==> config.mk <==
export PLATFORM = sky130hd
export DESIGN_NAME = serial_add_arbiter
export DESIGN_NICKNAME = d
export VERILOG_FILES = /design/src/rtl/serial_add_arbiter.sv
export SDC_FILE = /design/constraint.sdc
export NUM_CORES = 1
export LEC_CHECK = 0
export CAP_MARGIN = 20
export CORE_MARGIN = 8
export CORE_UTILIZATION = 40
export DETAILED_ROUTE_END_ITERATION = 12
export PLACE_DENSITY_LB_ADDON = 0.25
export SETUP_SLACK_MARGIN = 0.02
export SYNTH_ARGS = -nofsm -noshare
export SYNTH_HDL_FRONTEND = slang
export SYNTH_SLANG_ARGS = --single-unit
==> constraint.sdc <==
create_clock -name clk -period 2.5 [get_ports clk]
set_input_delay 0.5 -clock clk [delete_from_list [all_inputs] [get_ports clk]]
set_output_delay 0.5 -clock clk [all_outputs]
set_load 0.03 [all_outputs]
==> src/rtl/serial_add_arbiter.sv <==
// serial_add_arbiter
//    Shares one serial_adder among N requesters with round-robin arbitration.
//    On a grant the winner's operands are latched onto add_a/add_b and
//    add_strt is pulsed. After ADD_LAT edges the adder sum is captured into
//    result, and done pulses for one cycle with done_id naming the requester.
//
// Ports
//    clk       in   rising-edge clock
//    rst       in   asynchronous reset, active low
//    req       in   [N]     per-requester request, held until its gnt
//    a_in      in   [N*W]   operand A, slice i*W +: W belongs to requester i
//    b_in      in   [N*W]   operand B, same slicing
//    gnt       out  [N]     one-hot, one-cycle grant pulse
//    busy      out          high from the grant until done, inclusive
//    done      out          one-cycle pulse; result/done_id valid
//    done_id   out  [IW]    requester index that owns result
//    result    out  [W+1]   captured adder sum (carry-out in result[W])
//    add_strt  out          start pulse to the serial_adder
//    add_a     out  [W]     operand A to the adder, stable for the operation
//    add_b     out  [W]     operand B to the adder, stable for the operation
//    add_sum   in   [W+1]   sum from the adder
module serial_add_arbiter #(
   parameter int W       = 8,
   parameter int N       = 4,
   parameter int ADD_LAT = 9,
   localparam int IW     = (N > 1) ? $clog2(N) : 1
) (
   input  logic            clk,
   input  logic            rst,
   input  logic [N-1:0]    req,
   input  logic [N*W-1:0]  a_in,
   input  logic [N*W-1:0]  b_in,
   output logic [N-1:0]    gnt,
   output logic            busy,
   output logic            done,
   output logic [IW-1:0]   done_id,
   output logic [W:0]      result,
   output logic            add_strt,
   output logic [W-1:0]    add_a,
   output logic [W-1:0]    add_b,
   input  logic [W:0]      add_sum
);

   localparam int CW = $clog2(ADD_LAT + 1);

   localparam logic [1:0] ST_IDLE = 2'd0;
   localparam logic [1:0] ST_RUN  = 2'd1;
   localparam logic [1:0] ST_DONE = 2'd2;

   localparam logic [CW-1:0] CNT_ONE  = CW'(1);
   localparam logic [CW-1:0] CNT_LOAD = CW'(ADD_LAT);
   localparam logic [IW-1:0] LAST_RST = IW'(N - 1);
   localparam logic [N-1:0]  GNT_ONE  = N'(1);

   logic [1:0]    state_q,   state_d;
   logic [N-1:0]  gnt_q,     gnt_d;
   logic          busy_q,    busy_d;
   logic          done_q,    done_d;
   logic [IW-1:0] done_id_q, done_id_d;
   logic [W:0]    result_q,  result_d;
   logic          strt_q,    strt_d;
   logic [W-1:0]  add_a_q,   add_a_d;
   logic [W-1:0]  add_b_q,   add_b_d;
   logic [IW-1:0] last_q,    last_d;
   logic [CW-1:0] count_q,   count_d;

   logic          win_found_s;
   logic [IW-1:0] win_idx_s;
   logic [IW-1:0] cand_s;

   // Round-robin pick: first requester found scanning upward from last+1, wrapping
   always_comb begin
      win_found_s = 1'b0;
      win_idx_s   = {IW{1'b0}};
      cand_s      = {IW{1'b0}};
      for (int k = 1; k <= N; k++) begin
         cand_s = IW'((int'(last_q) + k) % N);
         if (!win_found_s && req[cand_s]) begin
            win_found_s = 1'b1;
            win_idx_s   = cand_s;
         end else begin
            win_found_s = win_found_s;
         end
      end
   end

   // Next-state logic for the IDLE -> RUN -> DONE operation sequence
   always_comb begin
      state_d   = state_q;
      gnt_d     = {N{1'b0}};
      strt_d    = 1'b0;
      busy_d    = busy_q;
      done_d    = 1'b0;
      done_id_d = done_id_q;
      result_d  = result_q;
      add_a_d   = add_a_q;
      add_b_d   = add_b_q;
      last_d    = last_q;
      count_d   = count_q;
      case (state_q)
         ST_IDLE: begin
            if (win_found_s) begin
               // Only the winner's slices are read, so other slices may be X
               add_a_d = a_in[win_idx_s*W +: W];
               add_b_d = b_in[win_idx_s*W +: W];
               gnt_d   = GNT_ONE << win_idx_s;
               strt_d  = 1'b1;
               busy_d  = 1'b1;
               last_d  = win_idx_s;
               count_d = CNT_LOAD;
               state_d = ST_RUN;
            end else begin
               busy_d  = 1'b0;
            end
         end
         ST_RUN: begin
            count_d = count_q - CNT_ONE;
            // count reaches 1 on the ADD_LAT-th edge after the grant edge
            if (count_q == CNT_ONE) begin
               result_d  = add_sum;
               done_d    = 1'b1;
               done_id_d = last_q;
               state_d   = ST_DONE;
            end else begin
               state_d   = ST_RUN;
            end
         end
         ST_DONE: begin
            busy_d  = 1'b0;
            state_d = ST_IDLE;
         end
         default: begin
            busy_d  = 1'b0;
            state_d = ST_IDLE;
         end
      endcase
   end

   // State and output registers; reset aborts any operation in flight
   always_ff @(posedge clk or negedge rst) begin
      if (!rst) begin
         state_q   <= ST_IDLE;
         gnt_q     <= {N{1'b0}};
         busy_q    <= 1'b0;
         done_q    <= 1'b0;
         done_id_q <= {IW{1'b0}};
         result_q  <= {(W+1){1'b0}};
         strt_q    <= 1'b0;
         add_a_q   <= {W{1'b0}};
         add_b_q   <= {W{1'b0}};
         last_q    <= LAST_RST;
         count_q   <= {CW{1'b0}};
      end else begin
         state_q   <= state_d;
         gnt_q     <= gnt_d;
         busy_q    <= busy_d;
         done_q    <= done_d;
         done_id_q <= done_id_d;
         result_q  <= result_d;
         strt_q    <= strt_d;
         add_a_q   <= add_a_d;
         add_b_q   <= add_b_d;
         last_q    <= last_d;
         count_q   <= count_d;
      end
   end

   assign gnt      = gnt_q;
   assign busy     = busy_q;
   assign done     = done_q;
   assign done_id  = done_id_q;
   assign result   = result_q;
   assign add_strt = strt_q;
   assign add_a    = add_a_q;
   assign add_b    = add_b_q;

endmodule
==> results by group <==
Worst setup path
  • CP startpoint kind: input port
  • Launching point of the worst reg2reg path: last_q[0]
  • Startpoint of the most critical setup path: req[1]
  • Crit path required time: roughly 2700 ps
  • Data arrival time of the worst path: between 2000 and 2500 ps
  • Worst Path Class, Setup: in2reg
  • Kind of cell with the highest combined delay on the critical path: buffers and inverters
  • Worst path cell trace: clkdlybuf4s50_1 -> nor2b_1 -> o21a_1 -> nor3_4 -> buf_12 -> mux2_1 -> a221o_1
  • Kind of capture point of the worst setup path: flop
  • Slowest library cell on the worst path: clkdlybuf4s50_1
  • Worst reg-to-reg path cell count: 6
  • Maximum fanout along the worst path: 9
  • Flop2flop setup slack: 480 ps
  • Buf+Inv Stages, Crit Path: 2
  • Terminus of the critical flop-to-flop path: add_b[2]
  • Largest stage delay, worst path: between 500 and 600 ps

Place
  • Total instance count after detailed placement: about 420
  • HPWL after DPL: 5390 µm
  • Routability cong.: 0.740
  • Cell area after placement: 3500 µm²
  • Input/output buffers: about 110

Timing
  • Setup repair after global routing missed its margin: false
  • Number of failing hold endpoints at the final stage: 0
  • Highest achievable clock rate: 436 MHz
  • Number of slew-limit violations in the final report: 0
  • Max transition margin: 37.1%
  • Setup clock skew after layout: 8.63 ps
  • Ratio of final minimum period to clock period: 91.7%
  • Slew at the pin with the worst max-slew slack: 943 ps
  • Final setup violation count: 0
  • Tmin final: 2290 ps

Synthesis
  • Xor-xnor portion of the synthesized cell area: 0%
  • Number of warnings issued by yosys: 0
  • Compound-cell area share of the yosys netlist: 21.0%
  • Mean post-synth cell area: 9.56 µm²
  • Share of synthesized registers carrying an async set or reset: 100%
  • Dominant combinational cell family by area after synthesis: compound AO/OA/AOI/OAI gates
  • Number of storage elements in the synthesis netlist: 42
  • Synth Instances: about 230
  • Basic-gate share of the synthesized area counting and, or, nand and nor cells: 19.9%
  • Adder-Cell Fraction of Synth Area: 1.12%
  • Sequential fraction of the synthesis area: 47.3%
  • Primary FF master, synth: dfrtp_1
  • Post-synth EDFFs: 0
  • Count of distinct cell types in the synthesized netlist: 41
  • Synth Net Count: 314
  • Synthesized area: 2230 µm²
  • Portion of netlist area occupied by mux cells: roughly 6.4%

Clocking
  • Clock transition at the registers of the reported paths: 80 ps
  • Clock latency at the later pin of the worst-skew pair: 300 ps
  • Cts bufs inserted: 5
  • Count of clock tree sinks: 42
  • CTS tree: done
  • Setup repair bufs after CTS: 0
  • Number of buffers inserted by hold repair at cts: 0
  • Cts repair resizes: 0
  • # H-tree levels: 2
  • Clock tree root buffer cell: clkbuf_8
  • Clk buf depth: 2

Routing
  • DRC violation count after routing: 0
  • Count of nets left with antenna violations after detail routing: 0
  • Routed wire length per instance: 16.1 µm
  • Number of detailed-route iterations in the first pass: 4
  • Total wire length: 6870 µm
  • Vias per std cell: 5.16
  • First-iteration detailed-routing DRC count: 85
  • Total via count in the routed design: 2,205

Power and ir drop
  • Overall Power: 4010 µW
  • Power density normalized to cell area: approximately 1100 nW/µm²
  • IR Drop Worst-Case VDD: 0.509 mV
  • Leak: about 0.0016 µW

Global route
  • Aggregate global-route resource usage: 16.9%
  • Aggregate global routing overflow: 0
  • Initial antenna violation count: 0
  • Pin count of the biggest net entering global routing: 43
  • Vias in the first global route: 2,449
  • Wire length of the first global-routing pass: 11,500 µm

Floorplan
  • Area of the core: between 5000 and 6000 µm²
  • Effective utilization at floorplan: 40.9%
  • Number of rows in the core area: 27
  • Area of the die: 8210 µm²
  • Ports: roughly 110
  • Overall die height: 90.6 µm
  • Die X: 90.6 µm

Layout
  • Total non-filler cell area in the finished layout: 3590 µm²
  • Post-layout nets: 435
  • Post-route insts no fill: about 430
  • Highest-count cells in the layout ignoring fill and taps: clkdlybuf4s50_1, nand2_1, dfrtp_1
  • Number of antenna diodes: 0
  • Area growth from synthesis to layout: 61.0%
  • Reg area: 1050 µm²
  • Layout cell share with drive strength beyond 1: 9.58%
  • Most common cell after layout, fill and taps aside: clkdlybuf4s50_1
  • Number of fill cells in the layout: 464
  • Area of the multi-input gates: about 1100 µm²

Run
  • Max-capacitance violation count: 0

Hold path
  • Type of the tightest min-delay check: in2async

Status
  • Result of the run: complete, no violations
-- state kept, by name, indices dropped and copies added, names as in the netlist, 2 cells and up --
name / cells
add_a: 8
add_b: 8
count_q: 4
done_id: 2
gnt: 4
last_q: 2
result: 9
state_q: 2
-- cell type report --
| cell class | instances | area share (%) |
|---|---|---|
| Multi-Input combinational cell | 169 | 30.0 |
| Sequential cell | 42 | 29.4 |
| Clock inverter | 2 | 0.384 |
| Clock buffer | 6 | 2.02 |
| Tap cell | 72 | 2.51 |
| Inverter | 8 | 0.837 |
| Timing Repair Buffer | 128 | 34.8 |
-- stage by stage --
step | utilization, % | setup WS [ps] | TNS, ps | hold slack [ps]
global placement | 64.3 | 5.34 | 0 | 458
global route | 65.9 | 155 | 0 | 403
detailed placement | 64.3 | -77.0 | -490 | 461
floorplan | - | 288 | 0 | 204
finish | 65.9 | 207 | 0 | 339
CTS | 65.9 | 217 | 0 | 374
-- per-layer routing --
| layer | vias up | part of all wire [%] | track usage [%] |
|---|---|---|---|
| li1 | 1079 | - | - |
| met1 | 1035 | 41 | 18.9 |
| met2 | 83 | 49 | 28.9 |
| met3 | 8 | 7.9 | 6.40 |
| met4 | 0 | 1.5 | 4.85 |
| met5 | - | 0 | 0 |
-- synth_stat cells (2+ instances only) --
library cell,instances,share of area (%)
a221o_1,8,3.6
a21oi_1,10,2.2
a21o_1,2,0.67
o21ai_1,3,0.67
inv_1,8,1.3
a32oi_1,2,0.79
dfstp_2,2,2.4
ha_1,2,1.1
o21ai_0,7,1.6
and2_1,11,3.1
mux2_1,8,4.0
nor2_1,6,1.0
nand4_1,8,2.2
dfrtp_1,40,45
buf_2,4,0.90
nand2_1,49,8.3
buf_4,2,0.67
o31ai_1,14,4.7
a211oi_1,12,4.0
nand2b_1,4,1.1
mux2_2,2,1.0
mux2i_1,3,1.3
clkbuf_1,7,1.2
o21a_1,2,0.67
-- logic make-up (layout without fill, tap and decap cells) --
logic type | Yosys count | in the layout
flops | 42 | 42
compound gates | 64 | 64
buf+inv | 22 | 144
simple gates | 90 | 90
mux | 13 | 13
fa+ha+maj | 2 | 2
-- where the power goes --
part,total (µW),switching (µW),internal [µW]
clock network,442,245,197
logic,2360,1300,1060
registers,1200,200,1000
total,4010,1750,2260
-- worst max-delay path by stage --
stage,endpoint,slack (ps),depth (start not counted)
2_1_floorplan,add_a[7],290,7
4_1_cts,add_b[2],220,7
5_1_grt,add_b[4],160,7
6_report,add_b[2],210,7
3_3_place_gp,add_b[3],5,7
3_5_place_dp,add_b[2],-80,7
-- worst reg2reg max path, cell delays in order (launching register included) --
cell	delay, ps
dfstp_2	580
nand2b_1	240
a21oi_4	100
nor3_4	190
buf_12	160
mux2_1	330
a221o_1	320
Power figures use the tool's default switching activity.
